File: config.mk
export PLATFORM = sky130hd
export DESIGN_NAME = mem_stage_ctrl
export DESIGN_NICKNAME = d
export VERILOG_FILES = /design/src/rtl/mem_pkg.sv /design/src/rtl/mem_lane_align.sv /design/src/rtl/mem_stage_ctrl.sv
export SDC_FILE = /design/constraint.sdc
export NUM_CORES = 1
export LEC_CHECK = 0
export BUFFER_PORTS_ARGS = -buffer_cell sky130_fd_sc_hd__buf_2
export CORE_AREA = 2 2 213 215
export CTS_BUF_LIST = sky130_fd_sc_hd__clkbuf_16
export CTS_CLUSTER_SIZE = 24
export DETAILED_ROUTE_END_ITERATION = 10
export DIE_AREA = 0 0 215 217
export GPL_ROUTABILITY_DRIVEN = 0
export GPL_TIMING_DRIVEN = 0
export PLACE_DENSITY = 0.69
export SYNTH_ARGS = -nofsm -noshare
export SYNTH_HDL_FRONTEND = slang
export SYNTH_HIERARCHICAL = 1
export SYNTH_SLANG_ARGS = --single-unit
File: constraint.sdc
create_clock -name clk -period 7.2 [get_ports clk]
set_clock_uncertainty 0.2 [all_clocks]
set_input_delay 0.72 -clock clk [delete_from_list [all_inputs] [get_ports clk]]
set_output_delay 0.72 -clock clk [all_outputs]
set_load 0.01 [all_outputs]
File: src/rtl/mem_pkg.sv
// Shared encodings for the memory stage: opcodes, funct3 access codes,
// controller states and the access-size decode.
package mem_pkg;
    localparam logic [6:0] OP_LOAD  = 7'b0000011;
    localparam logic [6:0] OP_STORE = 7'b0100011;

    localparam logic [2:0] F3_B  = 3'b000;
    localparam logic [2:0] F3_H  = 3'b001;
    localparam logic [2:0] F3_W  = 3'b010;
    localparam logic [2:0] F3_D  = 3'b011;
    localparam logic [2:0] F3_BU = 3'b100;
    localparam logic [2:0] F3_HU = 3'b101;
    localparam logic [2:0] F3_WU = 3'b110;

    typedef enum logic [1:0] {
        IDLE     = 2'd0,
        REQ      = 2'd1,
        WAIT_RSP = 2'd2,
        DONE     = 2'd3
    } memState_t;

    // Access size in bytes; the low two funct3 bits select 1/2/4/8.
    function automatic logic [3:0] accessBytes(input logic [2:0] funct3);
        logic [3:0] bytes;
        case (funct3[1:0])
            2'b00:   bytes = 4'd1;
            2'b01:   bytes = 4'd2;
            2'b10:   bytes = 4'd4;
            default: bytes = 4'd8;
        endcase
        return bytes;
    endfunction
endpackage

File: src/rtl/mem_lane_align.sv
// Byte-lane steering: store mask/data placement and load extraction with
// sign or zero extension from the access MSB.
module mem_lane_align
    import mem_pkg::*;
#(
    parameter int XLEN = 64,
    localparam int NB = XLEN / 8,
    localparam int OFF_W = $clog2(XLEN / 8)
)(
    input  logic [OFF_W-1:0] offset,
    input  logic [2:0]       funct3,
    input  logic [XLEN-1:0]  storeData,
    input  logic [XLEN-1:0]  readData,
    output logic [NB-1:0]    wmask,
    output logic [XLEN-1:0]  wdata,
    output logic [XLEN-1:0]  loadData
);
    logic [NB-1:0]   sizeMask;
    logic [XLEN-1:0] shifted;

    assign sizeMask = NB'((32'd1 << accessBytes(funct3)) - 32'd1);
    assign wmask    = sizeMask << offset;
    assign wdata    = storeData << {offset, 3'b000};
    assign shifted  = readData >> {offset, 3'b000};

    always_comb begin
        loadData = shifted;
        case (funct3)
            F3_B:    loadData = XLEN'($signed(shifted[7:0]));
            F3_H:    loadData = XLEN'($signed(shifted[15:0]));
            F3_W:    loadData = XLEN'($signed(shifted[31:0]));
            F3_BU:   loadData = XLEN'(shifted[7:0]);
            F3_HU:   loadData = XLEN'(shifted[15:0]);
            F3_WU:   loadData = XLEN'(shifted[31:0]);
            default: loadData = shifted;
        endcase
    end
endmodule

File: src/rtl/mem_stage_ctrl.sv
// Sequential memory stage: EA generation, one-in-flight memory handshake,
// access fault detection and aligned load writeback.
// state    | meaning
// IDLE     | empty, ready for an op
// REQ      | request presented, waiting for MemReqReady
// WAIT_RSP | request accepted, waiting for MemRspValid
// DONE     | result presented to WB until OutReady
module mem_stage_ctrl
    import mem_pkg::*;
#(
    parameter int XLEN       = 64,
    parameter int ADDR_W     = 64,
    parameter int REG_ADDR_W = 5
)(
    input  logic                  clk,
    input  logic                  rst_n,
    input  logic                  InValid,
    output logic                  InReady,
    input  logic [XLEN-1:0]       RdWriteDataIn,
    input  logic [REG_ADDR_W-1:0] RdAddrIn,
    input  logic                  RdWriteEnableIn,
    input  logic [XLEN-1:0]       ImmIn,
    input  logic [6:0]            OpCodeIn,
    input  logic [2:0]            Funct3In,
    input  logic [XLEN-1:0]       Rs1ReadDataIn,
    input  logic [XLEN-1:0]       Rs2ReadDataIn,
    output logic                  OutValid,
    input  logic                  OutReady,
    output logic [XLEN-1:0]       RdWriteDataOut,
    output logic [REG_ADDR_W-1:0] RdAddrOut,
    output logic                  RdWriteEnableOut,
    output logic                  AccessFaultOut,
    output logic                  MemReqValid,
    input  logic                  MemReqReady,
    output logic                  MemReqWrite,
    output logic [ADDR_W-1:0]     MemAddrOut,
    output logic [XLEN-1:0]       MemWdataOut,
    output logic [XLEN/8-1:0]     MemWmask,
    input  logic                  MemRspValid,
    input  logic [XLEN-1:0]       MemRdataIn
);
    localparam int NB    = XLEN / 8;
    localparam int OFF_W = $clog2(NB);

    memState_t state, stateNext, acceptState;

    logic [ADDR_W-1:0]     eaQ;
    logic [XLEN-1:0]       rs2Q, resultQ;
    logic [REG_ADDR_W-1:0] rdAddrQ;
    logic [2:0]            funct3Q;
    logic                  isStoreQ, rdWeQ, faultQ;

    logic [XLEN-1:0]   addrSum;
    logic [ADDR_W-1:0] ea;
    logic              isLoad, isStore, illegal, misaligned, accept;
    logic [NB-1:0]     laneMask;
    logic [XLEN-1:0]   laneWdata, laneLoad;

    assign addrSum = Rs1ReadDataIn + ImmIn;
    assign ea      = addrSum[ADDR_W-1:0];
    assign isLoad  = (OpCodeIn == OP_LOAD);
    assign isStore = (OpCodeIn == OP_STORE);

    always_comb begin
        illegal = 1'b0;
        if (isLoad)
            illegal = (Funct3In == 3'b111) ||
                      ((XLEN == 32) && (Funct3In == F3_D || Funct3In == F3_WU));
        if (isStore)
            illegal = Funct3In[2] || ((XLEN == 32) && (Funct3In == F3_D));
    end

    assign misaligned  = (isLoad || isStore) &&
                         ((ea[2:0] & 3'(accessBytes(Funct3In) - 4'd1)) != 3'b000);
    assign acceptState = ((isLoad || isStore) && !illegal && !misaligned) ? REQ : DONE;
    assign InReady     = (state == IDLE) || (state == DONE && OutReady);
    assign accept      = InValid && InReady;

    mem_lane_align #(.XLEN(XLEN)) u_lane (
        .offset    (eaQ[OFF_W-1:0]),
        .funct3    (funct3Q),
        .storeData (rs2Q),
        .readData  (MemRdataIn),
        .wmask     (laneMask),
        .wdata     (laneWdata),
        .loadData  (laneLoad)
    );

    always_ff @(posedge clk or negedge rst_n) begin
        if (!rst_n) state <= IDLE;
        else        state <= stateNext;
    end

    always_comb begin
        stateNext        = state;
        OutValid         = 1'b0;
        RdWriteDataOut   = '0;
        RdAddrOut        = '0;
        RdWriteEnableOut = 1'b0;
        AccessFaultOut   = 1'b0;
        MemReqValid      = 1'b0;
        MemReqWrite      = 1'b0;
        MemAddrOut       = '0;
        MemWdataOut      = '0;
        MemWmask         = '0;
        case (state)
            IDLE: if (accept) stateNext = acceptState;
            REQ: begin
                MemReqValid = 1'b1;
                MemReqWrite = isStoreQ;
                MemAddrOut  = eaQ;
                MemWdataOut = isStoreQ ? laneWdata : '0;
                MemWmask    = laneMask;
                if (MemReqReady) stateNext = WAIT_RSP;
            end
            WAIT_RSP: if (MemRspValid) stateNext = DONE;
            DONE: begin
                OutValid         = 1'b1;
                RdWriteDataOut   = resultQ;
                RdAddrOut        = rdAddrQ;
                RdWriteEnableOut = rdWeQ;
                AccessFaultOut   = faultQ;
                if (accept)        stateNext = acceptState;
                else if (OutReady) stateNext = IDLE;
            end
            default: stateNext = IDLE;
        endcase
    end

    // Faulting and store ops never write the register file.
    always_ff @(posedge clk or negedge rst_n) begin
        if (!rst_n) begin
            eaQ      <= '0;
            rs2Q     <= '0;
            resultQ  <= '0;
            rdAddrQ  <= '0;
            funct3Q  <= '0;
            isStoreQ <= 1'b0;
            rdWeQ    <= 1'b0;
            faultQ   <= 1'b0;
        end else if (accept) begin
            eaQ      <= ea;
            rs2Q     <= Rs2ReadDataIn;
            rdAddrQ  <= RdAddrIn;
            funct3Q  <= Funct3In;
            isStoreQ <= isStore;
            if (!(isLoad || isStore)) begin
                resultQ <= RdWriteDataIn;
                rdWeQ   <= RdWriteEnableIn;
                faultQ  <= 1'b0;
            end else if (illegal || misaligned) begin
                resultQ <= '0;
                rdWeQ   <= 1'b0;
                faultQ  <= 1'b1;
            end else begin
                resultQ <= '0;
                rdWeQ   <= isLoad && RdWriteEnableIn;
                faultQ  <= 1'b0;
            end
        end else if (state == WAIT_RSP && MemRspValid && !isStoreQ) begin
            resultQ <= laneLoad;
        end
    end
endmodule

==> reports/metrics.yaml <==
die_w_um: 215
clock.fmax_mhz: 222
p_leak_nw: 11.6
wl_mm: 81.2
synth-seq-cells: 205
grt_usage_pct: 32.9
nNetsFinal: 3285
vias: 20700
crit_fanout: 10
via_per_inst: 5.89
worst-path-stages: 8
rows: 78
grt_pass1_vias: 19700
cts_tree: "done"
finalSetupTns_ns: 0
place_hpwl_mm: 65.1
hold_start: "Rs2ReadDataIn[21]"
synth_seq_area_share_pct: 29.7
drtIter0Drc: 2588
synth_top_area_share_pct: 29.7
cpMostUsedCell: "buf_2"
clkLatencyLatePin_ns: 0.58
pwr_density_cell_nw_per_um2: 392
port_buffers: 552
setup_viol: 0
hold_violations: 0
syn_avg_cell_area_um2: 7.52
route.detailed.wl_per_inst_um: 23.1
worst_path_max_delay_cell: "clkbuf_1"
core_um2: 44700
hp-class: "in2reg"
cp-end-kind: "primary output"
clock_sinks: 205
grt_overflow: 0
grt_pass1_wl_mm: 118
r2r-end: "eaQ[56]"
min_period_ns: 4.50
cts_resized: 0
finalInstanceArea_um2: 21700
dr.pass1.iters: 6
yosys-top-cells-area: "dfrtp_1 (30%), nand2_1 (11%), and3_1 (7.4%), a21oi_1 (5.5%), o21ai_0 (5.4%)"
area_growth_pct: 25.7
yosys_warnings: 6
ant_nets: 0
cp_num_buf_inv: 5
cts_buffers: 26
drcViolationCount: 0
die_h_um: 217
tightest_slew_ns: 1.02
cts_root_buf: "clkbuf_16"
synth.net_count: 2702
grt_max_degree: 109
crit_type: "reg2out"
drv_cap: 0
reg2reg_setup_slack_ns: 3.09
post-route-period-util_pct: 62.5
place_area_um2: 20800
rsz0062_at_grt: "no"
hold_path_depth: 3
path_cells: "buf_2, clkbuf_1, buf_2, buf_1, nor2_1, o32ai_1, and3_1, buf_2"
r2r-start: "state[0]"
synthDistinctLibCells: 78
h-tree-depth: 1
antenna_found_initial: 13
postCtsSetupBuffers: 0
ys.flop_type: "dfrtp_1"
r2r_cells: 9
worstPathRequired_ns: 6.28
status: "finished, final reports clean"
holdPathEnd: "rs2Q[21]"
ios: 553
yosysTopAreaCell: "dfrtp_1"
path_clk_slew_ns: 0.06
async_flop_share_pct: 100
cp-start-kind: "register"
syn_inst: 2296
die_area_um2: 46700
cts_max_path_buffers: 3
synthesis.area_um2: 17300
irDropWorstVdd_v: 0.000179
slowest_delay_ns: 0.51
cpLargestDelayFamily: "buffers and inverters"
cp.arrival_ns: 3.58
slew_viol_final: 0
max-slew-margin-rel_pct: 31.6
drive_above_1_share_pct: 24.0
initial_utilization_pct: 38.6
synth_edf_count: 0
-- synthesized netlist by cell type (23+ instances only) --
master / instances
mux2i_1: 83
xor2_1: 29
nor2_1: 125
nand4_1: 25
xnor2_1: 23
mux2_2: 31
dfrtp_1: 205
o21ai_0: 187
a21o_1: 46
o22ai_1: 23
ha_1: 63
and2_1: 94
clkbuf_1: 147
nand2_1: 516
and3_1: 203
a21oi_1: 188
-- cell usage in the layout, fill, tap and decap left out, types with 8 or more instances in the layout --
master and count:
buf_2 572, nand2_1 516, dfrtp_1 205, and3_1 203, a21oi_1 188, o21ai_0 187, clkbuf_1 147, nor2_1 125
and2_1 94, mux2i_1 83, ha_1 63, a21o_1 46, mux2_2 31, xor2_1 29, clkbuf_16 26, nand4_1 25
xnor2_1 23, o22ai_1 23, inv_1 19, nor3_1 19, nand3_1 18, mux4_2 16, nor2b_1 15, nand2b_1 15
diode_2 14, buf_1 14, o21bai_1 13, o21ai_1 12, o32ai_1 11, or3_1 8, a211oi_1 8, a31oi_1 8
clkinv_2 8, a22oi_1 8, a31o_2 8
-- worst min-delay path, cell delays in order --
cell and delay, ns:
buf_2 0.07, nand2_1 0.04, nand2_1 0.04
-- cell type report --
class | instances | area (um^2)
fill | 4486 | 23000
multi-input combinational | 1882 | 11300
sequential | 205 | 5130
timing repair buffer | 555 | 2820
buffer | 192 | 800
tap | 600 | 751
clock buffer | 26 | 651
clock inverter | 20 | 189
inverter | 17 | 63.8
antenna | 14 | 35.0
-- state kept, by name (all words and copies together) (netlist names) --
register	flops
eaQ	64
resultQ	64
rs2Q	64
rdAddrQ	5
funct3Q	3
state	2
faultQ	1
isStoreQ	1
rdWeQ	1
-- through the flow --
stage / setup WS, ns / power, mW / utilization, % / hold WS [ns] / instances
CTS: 2.76 / 8.31 / 48.5 / 0.113 / 3496
global placement: 1.62 / 6.86 / 46.5 / 0.253 / 3448
finish: 2.70 / 8.50 / 48.6 / 0.134 / 3511
detailed placement: 2.55 / 6.97 / 46.6 / 0.262 / 3449
global route: 2.61 / 8.96 / 48.5 / 0.131 / 3508
floorplan: 3.56 / 5.16 / - / 0.224 / 2296
-- cell families (layout without fill, tap and decap cells) --
family,count (synthesis),in the layout,synth area share [%]
buf+inv,209,810,5.00
other cells,0,14,0
fa+ha+maj,64,64,4.68
xor+xnor,52,52,2.64
compound gates,572,572,19.8
mux,130,130,8.92
flops,205,205,29.7
simple gates,1064,1064,29.2
-- power by group --
part           internal (mW)  switching (mW)
clock                  0.765           0.562
sequential              1.68           0.460
combinational           1.83            3.20
total                   4.27            4.23
-- what timing repair did --
| action | CTS | global route |
|---|---|---|
| endpoints found under the setup margin | 0 | 0 |
| hold buffers | 1 | 0 |
| endpoints found under the hold margin | 11 | 0 |
-- worst max path at each step --
stage / slack (ns) / from / end
after floorplan: 3.56 / ImmIn[0] / eaQ[30]
after global placement: 1.62 / rst_n / resultQ[4]
after detailed placement: 2.55 / ImmIn[0] / eaQ[60]
after CTS: 2.76 / eaQ[1] / MemWdataOut[47]
after global routing: 2.61 / eaQ[1] / MemWdataOut[47]
final: 2.70 / eaQ[1] / MemWdataOut[47]
-- layer usage --
layer,vias up,track usage (%),wire length (um),share of wire [%]
met2,1464,55.8,37800,47
met4,2,16.1,4360,5.4
met1,9694,39.9,30000,37
met5,-,0,13,0.016
li1,9256,-,-,-
met3,254,6.51,8990,11
Note: power is estimated with default switching activity, not from simulation.
